--- config.mk ---
export PLATFORM = sky130hd
export DESIGN_NAME = branch_predictor_btb_flat
export DESIGN_NICKNAME = d
export VERILOG_FILES = /design/src/rtl/branch_predictor_btb_if.sv /design/src/rtl/branch_predictor_btb.sv /design/src/flat_wrapper.sv
export SDC_FILE = /design/constraint.sdc
export NUM_CORES = 2
export LEC_CHECK = 0
export ABC_CLOCK_PERIOD_IN_PS = 9110
export CELL_PAD_IN_SITES_DETAIL_PLACEMENT = 0
export CELL_PAD_IN_SITES_GLOBAL_PLACEMENT = 1
export CORE_MARGIN = 4
export CORE_UTILIZATION = 30
export CTS_CLUSTER_DIAMETER = 50
export DETAILED_ROUTE_END_ITERATION = 8
export HOLD_SLACK_MARGIN = 0.02
export PLACE_DENSITY_LB_ADDON = 0.12
export SYNTH_ARGS = -nofsm -noshare
export SYNTH_HDL_FRONTEND = slang
export SYNTH_SLANG_ARGS = --single-unit
--- constraint.sdc ---
create_clock -name clk -period 9.11 [get_ports clk]
set_input_delay 1.822 -clock clk [delete_from_list [all_inputs] [get_ports clk]]
set_output_delay 1.822 -clock clk [all_outputs]
set_load 0.05 [all_outputs]
--- src/rtl/branch_predictor_btb_if.sv ---
// Fetch lookup / Execute resolve bundle between the core pipeline and the BTB.
// Pure wiring: no latency, no backpressure.
interface branch_predictor_btb_if #(
  parameter int ADDR_W = 32
);
  logic [ADDR_W-1:0] PCF;
  logic              PredictF;
  logic [ADDR_W-1:0] PredTargetF;
  logic              PCWriteE;
  logic              BranchE;
  logic [ADDR_W-1:0] PCE;
  logic              PredictedE;
  logic [ADDR_W-1:0] PredTargetE;
  logic              BranchTakenE;
  logic [ADDR_W-1:0] BranchTargetE;
  logic [1:0]        PCSrcSelect;
  logic              FlushMispredict;
  logic [15:0]       MispredictCount;

  modport master (
    output PCF, PCWriteE, BranchE, PCE, PredictedE, PredTargetE,
           BranchTakenE, BranchTargetE,
    input  PredictF, PredTargetF, PCSrcSelect, FlushMispredict, MispredictCount
  );

  modport slave (
    input  PCF, PCWriteE, BranchE, PCE, PredictedE, PredTargetE,
           BranchTakenE, BranchTargetE,
    output PredictF, PredTargetF, PCSrcSelect, FlushMispredict, MispredictCount
  );
endinterface

--- src/rtl/branch_predictor_btb.sv ---
// Direct-mapped BTB with saturating direction counters and fetch PC-source select.
// Lookup/select combinational (0 cycles), training lands on the next edge; never stalls.
module branch_predictor_btb #(
  parameter int ENTRIES  = 16,
  parameter int ADDR_W   = 32,
  parameter int CNT_W    = 2,
  parameter int INIT_CNT = 1
) (
  input  logic                   clk,
  input  logic                   reset,
  branch_predictor_btb_if.slave  btb
);
  localparam int IDX_W = $clog2(ENTRIES);
  localparam int TAG_W = ADDR_W - IDX_W - 2;

  typedef logic [CNT_W-1:0] cnt_t;

  typedef struct packed {
    logic              valid;
    logic [TAG_W-1:0]  tag;
    logic [ADDR_W-1:0] tgt;
    cnt_t              cnt;
  } entry_t;

  localparam cnt_t CNT_MAX    = {CNT_W{1'b1}};
  localparam cnt_t CNT_WEAK_T = cnt_t'(1) << (CNT_W - 1);
  localparam cnt_t CNT_INIT   = cnt_t'(INIT_CNT);

  localparam logic [1:0] SEL_PC4    = 2'b00;
  localparam logic [1:0] SEL_ALU    = 2'b01;
  localparam logic [1:0] SEL_PRED   = 2'b10;
  localparam logic [1:0] SEL_PC4_E  = 2'b11;

  entry_t      entry_q [ENTRIES];
  logic [15:0] mis_cnt_q;
  logic [15:0] mis_cnt_d;

  // Fetch-side lookup
  logic [IDX_W-1:0] idx_f;
  logic [TAG_W-1:0] tag_f;
  entry_t           entry_f;
  logic             hit_f;

  assign idx_f   = btb.PCF[IDX_W+1:2];
  assign tag_f   = btb.PCF[ADDR_W-1:IDX_W+2];
  assign entry_f = entry_q[idx_f];
  assign hit_f   = entry_f.valid && (entry_f.tag == tag_f);

  assign btb.PredictF    = !reset && hit_f && entry_f.cnt[CNT_W-1];
  assign btb.PredTargetF = entry_f.tgt;

  // Execute-side resolution
  logic [IDX_W-1:0] idx_e;
  logic [TAG_W-1:0] tag_e;
  entry_t           entry_e;
  logic             hit_e;
  logic             dir_miss_taken;
  logic             tgt_miss;
  logic             dir_miss_nt;
  logic             mispredict;

  assign idx_e   = btb.PCE[IDX_W+1:2];
  assign tag_e   = btb.PCE[ADDR_W-1:IDX_W+2];
  assign entry_e = entry_q[idx_e];
  assign hit_e   = entry_e.valid && (entry_e.tag == tag_e);

  assign dir_miss_taken = btb.BranchE && btb.BranchTakenE && !btb.PredictedE;
  assign tgt_miss       = btb.BranchE && btb.BranchTakenE && btb.PredictedE &&
                          (btb.PredTargetE != btb.BranchTargetE);
  assign dir_miss_nt    = btb.BranchE && btb.PredictedE && !btb.BranchTakenE;
  assign mispredict     = dir_miss_taken || tgt_miss || dir_miss_nt;

  logic [1:0] sel;

  always_comb begin
    sel = SEL_PC4;
    if (reset) begin
      sel = SEL_PC4;
    end else if (btb.PCWriteE || dir_miss_taken || tgt_miss) begin
      sel = SEL_ALU;
    end else if (dir_miss_nt) begin
      sel = SEL_PC4_E;
    end else if (btb.PredictF) begin
      sel = SEL_PRED;
    end
  end

  assign btb.PCSrcSelect     = sel;
  assign btb.FlushMispredict = (sel == SEL_ALU) || (sel == SEL_PC4_E);
  assign btb.MispredictCount = mis_cnt_q;

  // Training write: one entry per cycle, a not-taken miss leaves the table alone
  logic   wr_en;
  entry_t wr_entry_d;

  always_comb begin
    wr_en      = 1'b0;
    wr_entry_d = entry_e;
    if (btb.BranchE) begin
      if (hit_e) begin
        wr_en = 1'b1;
        if (btb.BranchTakenE) begin
          wr_entry_d.tgt = btb.BranchTargetE;
          if (entry_e.cnt != CNT_MAX) begin
            wr_entry_d.cnt = entry_e.cnt + cnt_t'(1);
          end
        end else if (entry_e.cnt != '0) begin
          wr_entry_d.cnt = entry_e.cnt - cnt_t'(1);
        end
      end else if (btb.BranchTakenE) begin
        wr_en      = 1'b1;
        wr_entry_d = '{valid: 1'b1, tag: tag_e, tgt: btb.BranchTargetE, cnt: CNT_WEAK_T};
      end
    end
  end

  always_comb begin
    mis_cnt_d = mis_cnt_q;
    if (mispredict && (mis_cnt_q != 16'hFFFF)) begin
      mis_cnt_d = mis_cnt_q + 16'd1;
    end
  end

  always_ff @(posedge clk) begin
    if (reset) begin
      for (int i = 0; i < ENTRIES; i++) begin
        entry_q[i] <= '{valid: 1'b0, tag: '0, tgt: '0, cnt: CNT_INIT};
      end
      mis_cnt_q <= '0;
    end else begin
      if (wr_en) begin
        entry_q[idx_e] <= wr_entry_d;
      end
      mis_cnt_q <= mis_cnt_d;
    end
  end

  // Word-offset bits never take part in indexing or tagging
  logic unused_pc_lsb;
  assign unused_pc_lsb = ^{btb.PCF[1:0], btb.PCE[1:0]};
endmodule

--- src/flat_wrapper.sv ---
// flat-port wrapper written by rule: the top's interface ports become plain ports
module branch_predictor_btb_flat 
#(
  parameter int ENTRIES  = 16,
  parameter int ADDR_W   = 32,
  parameter int CNT_W    = 2,
  parameter int INIT_CNT = 1
)
  (clk, reset, btb_PCF, btb_PCWriteE, btb_BranchE, btb_PCE, btb_PredictedE, btb_PredTargetE, btb_BranchTakenE, btb_BranchTargetE, btb_PredictF, btb_PredTargetF, btb_PCSrcSelect, btb_FlushMispredict, btb_MispredictCount);
  branch_predictor_btb_if #(.ADDR_W(ADDR_W)) btb_i ();
  input  logic clk;
  input  logic reset;
  input wire logic [$bits(btb_i.PCF)-1:0] btb_PCF;
  input wire logic [$bits(btb_i.PCWriteE)-1:0] btb_PCWriteE;
  input wire logic [$bits(btb_i.BranchE)-1:0] btb_BranchE;
  input wire logic [$bits(btb_i.PCE)-1:0] btb_PCE;
  input wire logic [$bits(btb_i.PredictedE)-1:0] btb_PredictedE;
  input wire logic [$bits(btb_i.PredTargetE)-1:0] btb_PredTargetE;
  input wire logic [$bits(btb_i.BranchTakenE)-1:0] btb_BranchTakenE;
  input wire logic [$bits(btb_i.BranchTargetE)-1:0] btb_BranchTargetE;
  output wire logic [$bits(btb_i.PredictF)-1:0] btb_PredictF;
  output wire logic [$bits(btb_i.PredTargetF)-1:0] btb_PredTargetF;
  output wire logic [$bits(btb_i.PCSrcSelect)-1:0] btb_PCSrcSelect;
  output wire logic [$bits(btb_i.FlushMispredict)-1:0] btb_FlushMispredict;
  output wire logic [$bits(btb_i.MispredictCount)-1:0] btb_MispredictCount;
  assign btb_i.PCF = btb_PCF;
  assign btb_i.PCWriteE = btb_PCWriteE;
  assign btb_i.BranchE = btb_BranchE;
  assign btb_i.PCE = btb_PCE;
  assign btb_i.PredictedE = btb_PredictedE;
  assign btb_i.PredTargetE = btb_PredTargetE;
  assign btb_i.BranchTakenE = btb_BranchTakenE;
  assign btb_i.BranchTargetE = btb_BranchTargetE;
  assign btb_PredictF = btb_i.PredictF;
  assign btb_PredTargetF = btb_i.PredTargetF;
  assign btb_PCSrcSelect = btb_i.PCSrcSelect;
  assign btb_FlushMispredict = btb_i.FlushMispredict;
  assign btb_MispredictCount = btb_i.MispredictCount;
  branch_predictor_btb #(.ENTRIES(ENTRIES), .ADDR_W(ADDR_W), .CNT_W(CNT_W), .INIT_CNT(INIT_CNT)) u_core (.clk(clk), .reset(reset), .btb(btb_i));
endmodule
; ---- Word-level counts from Yosys, hierarchy flattened
; Memories as Yosys holds them, arrays and structs flattened.
; Index checks and enable logic that the tools add are counted.
; Widths: inputs -> output; s select.
[word_totals]
input_bits = 134
ff_bits = 16
mem_count = 1
ram_bits = 976
[mem_list]
columns = name, depth, width, rd, rd_ports_with_merged_regs, write_ports, line_no
row1 = u_core.entry_q, 16, 61, 2, 0, 16, branch_predictor_btb.sv:34  ; entry_t entry_q [ENTRIES];
[classes]
muxes = 23
n_reduce_logical = 21
eq_ne = 7
n_addsub = 3
[ops]
columns = operator, count
row1 = $mux 61, 3
row2 = $reduce_or 61->1, 1
row3 = $eq 26x26->1, 2
row4 = $mux 34, 1
row5 = $mux 32, 1
row6 = $ne 32x32->1, 1
row7 = $mux 27, 1
row8 = $add 16x1->16 const B, 1
row9 = $ne 16x16->1 const B, 1
row10 = $mux 2, 7
row11 = $logic_and 1x1->1, 11
row12 = $mux 1, 9
row13 = $logic_or 1x1->1, 5
row14 = $mux 4, 1
row15 = $logic_not 1->1, 3
row16 = $add 2x1->2 const B, 1
row17 = $eq 2x1->1 const B, 1
row18 = $eq 2x2->1 const B, 1
row19 = $ne 2x2->1 const B, 1
row20 = $reduce_bool 2->1, 1
row21 = $sub 2x1->2 const B, 1

; ---- Logic depth before layout (Yosys ltp)
; An unclocked memory read counts as a cell.
[depth]
ltp_word = 11
mapped_depth = 19
mapped_depth_nobuf = 10

; ---- Worst setup path after synthesis
; OpenSTA, ideal clock, no wires.
[synth_timing]
path_kind = input-to-output
startpoint = input port btb_PCF[2]
endpoint = output port btb_PCSrcSelect[1]
cell_stages = 11
arrival_ps = 5494
setup_slack_ps = 1794
cell_sequence = clkbuf_1 clkbuf_1 clkbuf_1 clkbuf_1 buf_1 o211ai_1 o211ai_1 o211ai_1 nor4_1 and4_1 o21a_1
[synth_between]
elab_chain_cells = 9
[synth_rtl]
columns = element, line_no
row1 = "start, declared", flat_wrapper.sv:13  ; input wire logic [$bits(btb_i.PCF)-1:0] btb_PCF;
row2 = $mem_v2 16x61 *, --
row3 = $eq 26x26->1, branch_predictor_btb.sv:47  ; assign hit_f = entry_f.valid && (entry_f.tag == tag_f);
row4 = $logic_and 1x1->1, branch_predictor_btb.sv:47
row5 = $logic_and 1x1->1, branch_predictor_btb.sv:49  ; assign btb.PredictF = !reset && hit_f && entry_f.cnt[CNT_W-1];
row6 = $logic_and 1x1->1 *, branch_predictor_btb.sv:49
row7 = via btb_PredictF, flat_wrapper.sv:21  ; output wire logic [$bits(btb_i.PredictF)-1:0] btb_PredictF;
row8 = $mux 2 *, branch_predictor_btb.sv:83  ; end else if (btb.PredictF) begin
row9 = $mux 2 *, branch_predictor_btb.sv:81  ; end else if (dir_miss_nt) begin
row10 = $mux 2 *, branch_predictor_btb.sv:79  ; end else if (btb.PCWriteE || dir_miss_taken || tgt_miss) begin
row11 = $mux 2 *, branch_predictor_btb.sv:77  ; if (reset) begin
row12 = "end, declared", flat_wrapper.sv:23  ; output wire logic [$bits(btb_i.PCSrcSelect)-1:0] btb_PCSrcSelect;
; Mark *: on every way through the listed nets, which the timed path passes. The rest lies on a longest branch.

; ---- Final worst setup path
[layout_timing]
startpoint = input port btb_PCF[3]
endpoint = output port btb_PCSrcSelect[1]
[layout_between]
elab_chain_cells = 9
[layout_rtl]
columns = element, line_no
row1 = $mem_v2 16x61 *, --
row2 = $eq 26x26->1, branch_predictor_btb.sv:47
row3 = $logic_and 1x1->1, branch_predictor_btb.sv:47
row4 = $logic_and 1x1->1, branch_predictor_btb.sv:49
row5 = $logic_and 1x1->1 *, branch_predictor_btb.sv:49
row6 = $mux 2 *, branch_predictor_btb.sv:83
row7 = $mux 2 *, branch_predictor_btb.sv:81
row8 = $mux 2 *, branch_predictor_btb.sv:79
row9 = $mux 2 *, branch_predictor_btb.sv:77
; Mark *: on every way between the ends. The rest lies on a longest branch, timed or not.

==> out/summary.log <==
[setup_path] reg2reg start u_core.entry_q[15][35]
[timing] final critical-path share of the clock period 83.7%
[routing] average wire per cell in the routed design 35.7 um
[floorplanning] effective utilization at floorplan 30.2%
[clocking] TritonCTS Sinks 992
[cells_and_area] final core utilization 36.0%
[logic_synthesis] Avg Synthesized Cell Area 14.7 um2
[logic_synthesis] main flop type after synthesis edfxtp_1
[setup_path] slowest stage cell, crit path buf_4
[clocking] clock tree from TritonCTS done
[floorplanning] I/O pin total 186
[timing] Max transition margin 13.5%
[logic_synthesis] mapped cell area 52600 um2
[setup_path] max incr delay on CP 0.78 ns
[clocking] maximum buffer depth of the clock tree 3
[power] leakage power figure 21.2 nW
[clocking] source-to-sink clock delay at the later pin of the worst-skew pair 0.79 ns
[timing] Slew @ Worst Pin 1.29 ns
[setup_path] worst setup path endpoint btb_PCSrcSelect[1]
[flow_run] number of max-cap violations 0
[setup_path] WP buf/inv 5
[logic_synthesis] #FFs+latches synth 992
[floorplanning] height of the chip 427 um
[clocking] TritonCTS Buffers 146
[global_route] first-pass GRT wire length 302000 um
[setup_path] CP cell instances buf_8 > buf_4 > buf_4 > o21ai_0 > o21ai_0 > o211ai_1 > o211ai_1 > nor4_1 > buf_4 > and4_1 > o21a_1 > buf_12
[cells_and_area] fraction of layout instances using a drive strength above 1 27.3%
[setup_path] capture point of the worst reg-to-reg path u_core.entry_q[15][20]
[global_route] total global routing overflow 0
[timing] setup repair after global routing missed its margin no
[timing] final critical delay including setup and external delays 7.62 ns
[clocking] number of buffers inserted by hold repair at cts 0
[global_route] global-route usage over all layers 24.0%
[floorplanning] placement row count 153
[clocking] CTS resizes 0
[setup_path] number of cells on the worst reg-to-reg path 10
[setup_path] kind of start point of the critical path primary input
[logic_synthesis] synthesized net count 3713
[logic_synthesis] share of flip-flops with an asynchronous set or reset 0%
[logic_synthesis] post-synthesis sequential area ratio 56.4%
[routing] via count 34.9k
[routing] 1st-pass router iterations 5
[placement] half-perimeter wire length after placement 128000 um
[setup_path] type of the worst setup path primary input to output port
[clocking] H-tree level count 4
[min_path] min-delay worst type register to register
[setup_path] CP Depth 12
[setup_path] capturing element type of the critical path output port
[logic_synthesis] number of warnings reported in the yosys synthesis log 0
[floorplanning] standard cell core area 174000 um2
[routing] average vias per placed instance 5.66
[logic_synthesis] distinct cell type count after synthesis 74
[cells_and_area] number of nets in the layout 3848
[clocking] Setup Buffers After CTS 0
[setup_path] required time reported for the critical path endpoint 7.29 ns
[timing] upper clock frequency limit 131 MHz
[setup_path] kind of cell adding the most delay to the critical path buffers and inverters
[timing] # setup viols final 0
[cells_and_area] growth of design area from synthesis to finish 19.2%
[timing] setup skew after layout 0.0332 ns
[global_route] via count of the first global-routing pass 35.6k
[power] Peak supply drop 0.211 mV
[logic_synthesis] count of mapped cells out of synthesis 3578
[timing] endpoints failing hold 0
[setup_path] FF-to-FF setup slack 3.57 ns
[setup_path] maximum fanout encountered on the critical timing path 53
[outcome] status completed
[global_route] largest net degree at the start of global routing 72
[setup_path] launching element of the worst setup path btb_PCF[3]
[timing] final sum of negative setup slack 0 ns
[timing] worst hold slack 0.511 ns
[clocking] clock slew seen by the registers of the worst setup and hold paths 0.05 ns
[cells_and_area] number of fillers in the final layout 16.6k
[placement] number of port buffers 181
[placement] post-placement cell area 57700 um2
[placement] placer congestion estimate 0.808
[floorplanning] area of the die 182000 um2
[clocking] clock root buffer clkbuf_16
[setup_path] Most Frequent Cell on Critical Path buf_4
[routing] Post-Route WL 220000 um
[logic_synthesis] number of flops mapped to enable cells by yosys 976
[routing] count of nets left with antenna violations after detail routing 0
[floorplanning] die boundary width 427 um
[cells_and_area] finished layout cell area 62700 um2
[setup_path] Critical Path AT 5.80 ns
[routing] number of DRC markers in iteration 0 3629
[global_route] antenna violations before repair 6
[timing] Slew Limit Fails 0
[routing] post-detailed-route DRC marker count 0
[power] cell area power density 205 nW/um2
==> flip-flops by register name, summed over array words and instances, names as in the netlist <==
register / cells
u_core.btb.MispredictCount: 16
u_core.entry_q: 976
==> cell families (layout without fill, tap and decap cells) <==
family | after synthesis | count (layout) | synth area share [%]
adders and majority gates | 2 | 2 | 0.0428
DFF | 992 | 992 | 56.4
muxes | 685 | 685 | 26.0
other | 0 | 1 | 0
xor gates and xnor gates | 90 | 90 | 1.50
and+or+nand+nor | 1088 | 1088 | 8.82
AOI/OAI and AO/OA | 327 | 327 | 4.04
buffers and inverters | 394 | 651 | 3.25
==> worst min-delay path by stage <==
stage                                         startpoint                              to  depth (start not counted)
final                     u_core.btb.MispredictCount[15]  u_core.btb.MispredictCount[15]                          2
after CTS                  u_core.btb.MispredictCount[7]   u_core.btb.MispredictCount[7]                          2
after floorplan            u_core.btb.MispredictCount[7]   u_core.btb.MispredictCount[7]                          2
after global routing       u_core.btb.MispredictCount[7]   u_core.btb.MispredictCount[7]                          2
after detailed placement   u_core.btb.MispredictCount[7]   u_core.btb.MispredictCount[7]                          2
after global placement     u_core.btb.MispredictCount[7]   u_core.btb.MispredictCount[7]                          2
==> layout make-up <==
| type | instances | area, um2 | share of cell area [%] |
|---|---|---|---|
| repair buffers | 347 | 3460 | 5.53 |
| diodes | 1 | 2.50 | 0.00399 |
| flip-flops and latches | 992 | 29600 | 47.3 |
| clock inverters | 102 | 1160 | 1.85 |
| inverters | 34 | 128 | 0.204 |
| well taps | 2325 | 2910 | 4.64 |
| multi-input cells | 2192 | 21500 | 34.4 |
| clock buffers | 168 | 3840 | 6.13 |
==> placed cells by master (no fill, tap or decap), types with 24 or more instances in the layout <==
master           Yosys  final
mux4_2             540    540
nand2_1             41     40
clkdlybuf4s50_1      0    170
nor3_1              60     58
clkinv_1             1     24
nor2_1             818    818
inv_1               33     33
xnor2_1             71     71
buf_4               10    138
a21oi_1            152    152
nand3_1             35     35
edfxtp_1           976    976
buf_12               0     31
o21ai_0             25     25
mux2_2              30     30
clkbuf_16            0    151
nand2b_1            41     25
mux2i_1            114    114
==> power breakdown <==
| part | switching [W] | internal [W] | total (W) |
|---|---|---|---|
| registers | 0.0000849 | 0.00518 | 0.00526 |
| logic | 0.00104 | 0.000642 | 0.00168 |
| clock network | 0.00227 | 0.00362 | 0.00589 |
==> synth_stat cells, types with 3 or more instances <==
master | number | area (um2)
a221oi_1 | 7 | 61.3
nor3b_1 | 4 | 30.0
nand3_1 | 35 | 175
buf_1 | 37 | 139
o221ai_1 | 4 | 35.0
nand4_1 | 18 | 113
o211ai_1 | 11 | 82.6
o21ai_1 | 11 | 55.1
a21oi_1 | 152 | 761
nand3b_1 | 5 | 37.5
nor2b_1 | 11 | 68.8
dfxtp_1 | 16 | 320
a211oi_1 | 15 | 113
and2_1 | 5 | 31.3
a32oi_2 | 11 | 179
mux2_2 | 30 | 338
a31oi_1 | 7 | 43.8
inv_1 | 33 | 124
o21ai_0 | 25 | 125
nor3_2 | 10 | 100
buf_2 | 92 | 460
xnor2_1 | 71 | 622
buf_4 | 10 | 75.1
mux2i_1 | 114 | 1140
a22oi_1 | 13 | 97.6
nor4_1 | 9 | 56.3
a32oi_1 | 6 | 52.6
a211o_1 | 10 | 87.6
xor2_1 | 19 | 166
o22ai_1 | 20 | 125
nor3_1 | 60 | 300
clkbuf_1 | 210 | 788
nand2_1 | 41 | 154
nand2b_1 | 41 | 257
a2bb2oi_1 | 6 | 52.6
nor2_1 | 818 | 3070
buf_6 | 10 | 113
a22o_1 | 3 | 26.3
o21a_1 | 8 | 60.1
edfxtp_1 | 976 | 29300
or3_1 | 12 | 75.1
and3_1 | 3 | 18.8
mux4_2 | 540 | 12200
==> routing by layer <==
layer  wire, um  share of wire (%)  GRT usage [%]
met1      94900                 43           33.0
met2     108000                 49           40.2
met3      11900                5.4           3.12
met4       5170                2.4           6.27
met5          0                  0              0
==> tightest hold or removal path: cells and delay by family, from the launching register on <==
family,cells,cell delay (ns)
flip-flops,1,0.33
AO/OA/AOI/OAI,2,0.14
==> per-stage QoR <==
step           cells  total power, W  setup WS, ns
2_1_floorplan   3578         0.00632          1.79
3_3_place_gp    5890         0.00705          1.32
3_5_place_dp    5890         0.00705          1.33
4_1_cts         6160          0.0130          1.32
5_1_grt         6161          0.0132          1.31
6_report        6161          0.0128          1.49
(Power assumes the default switching activity.)
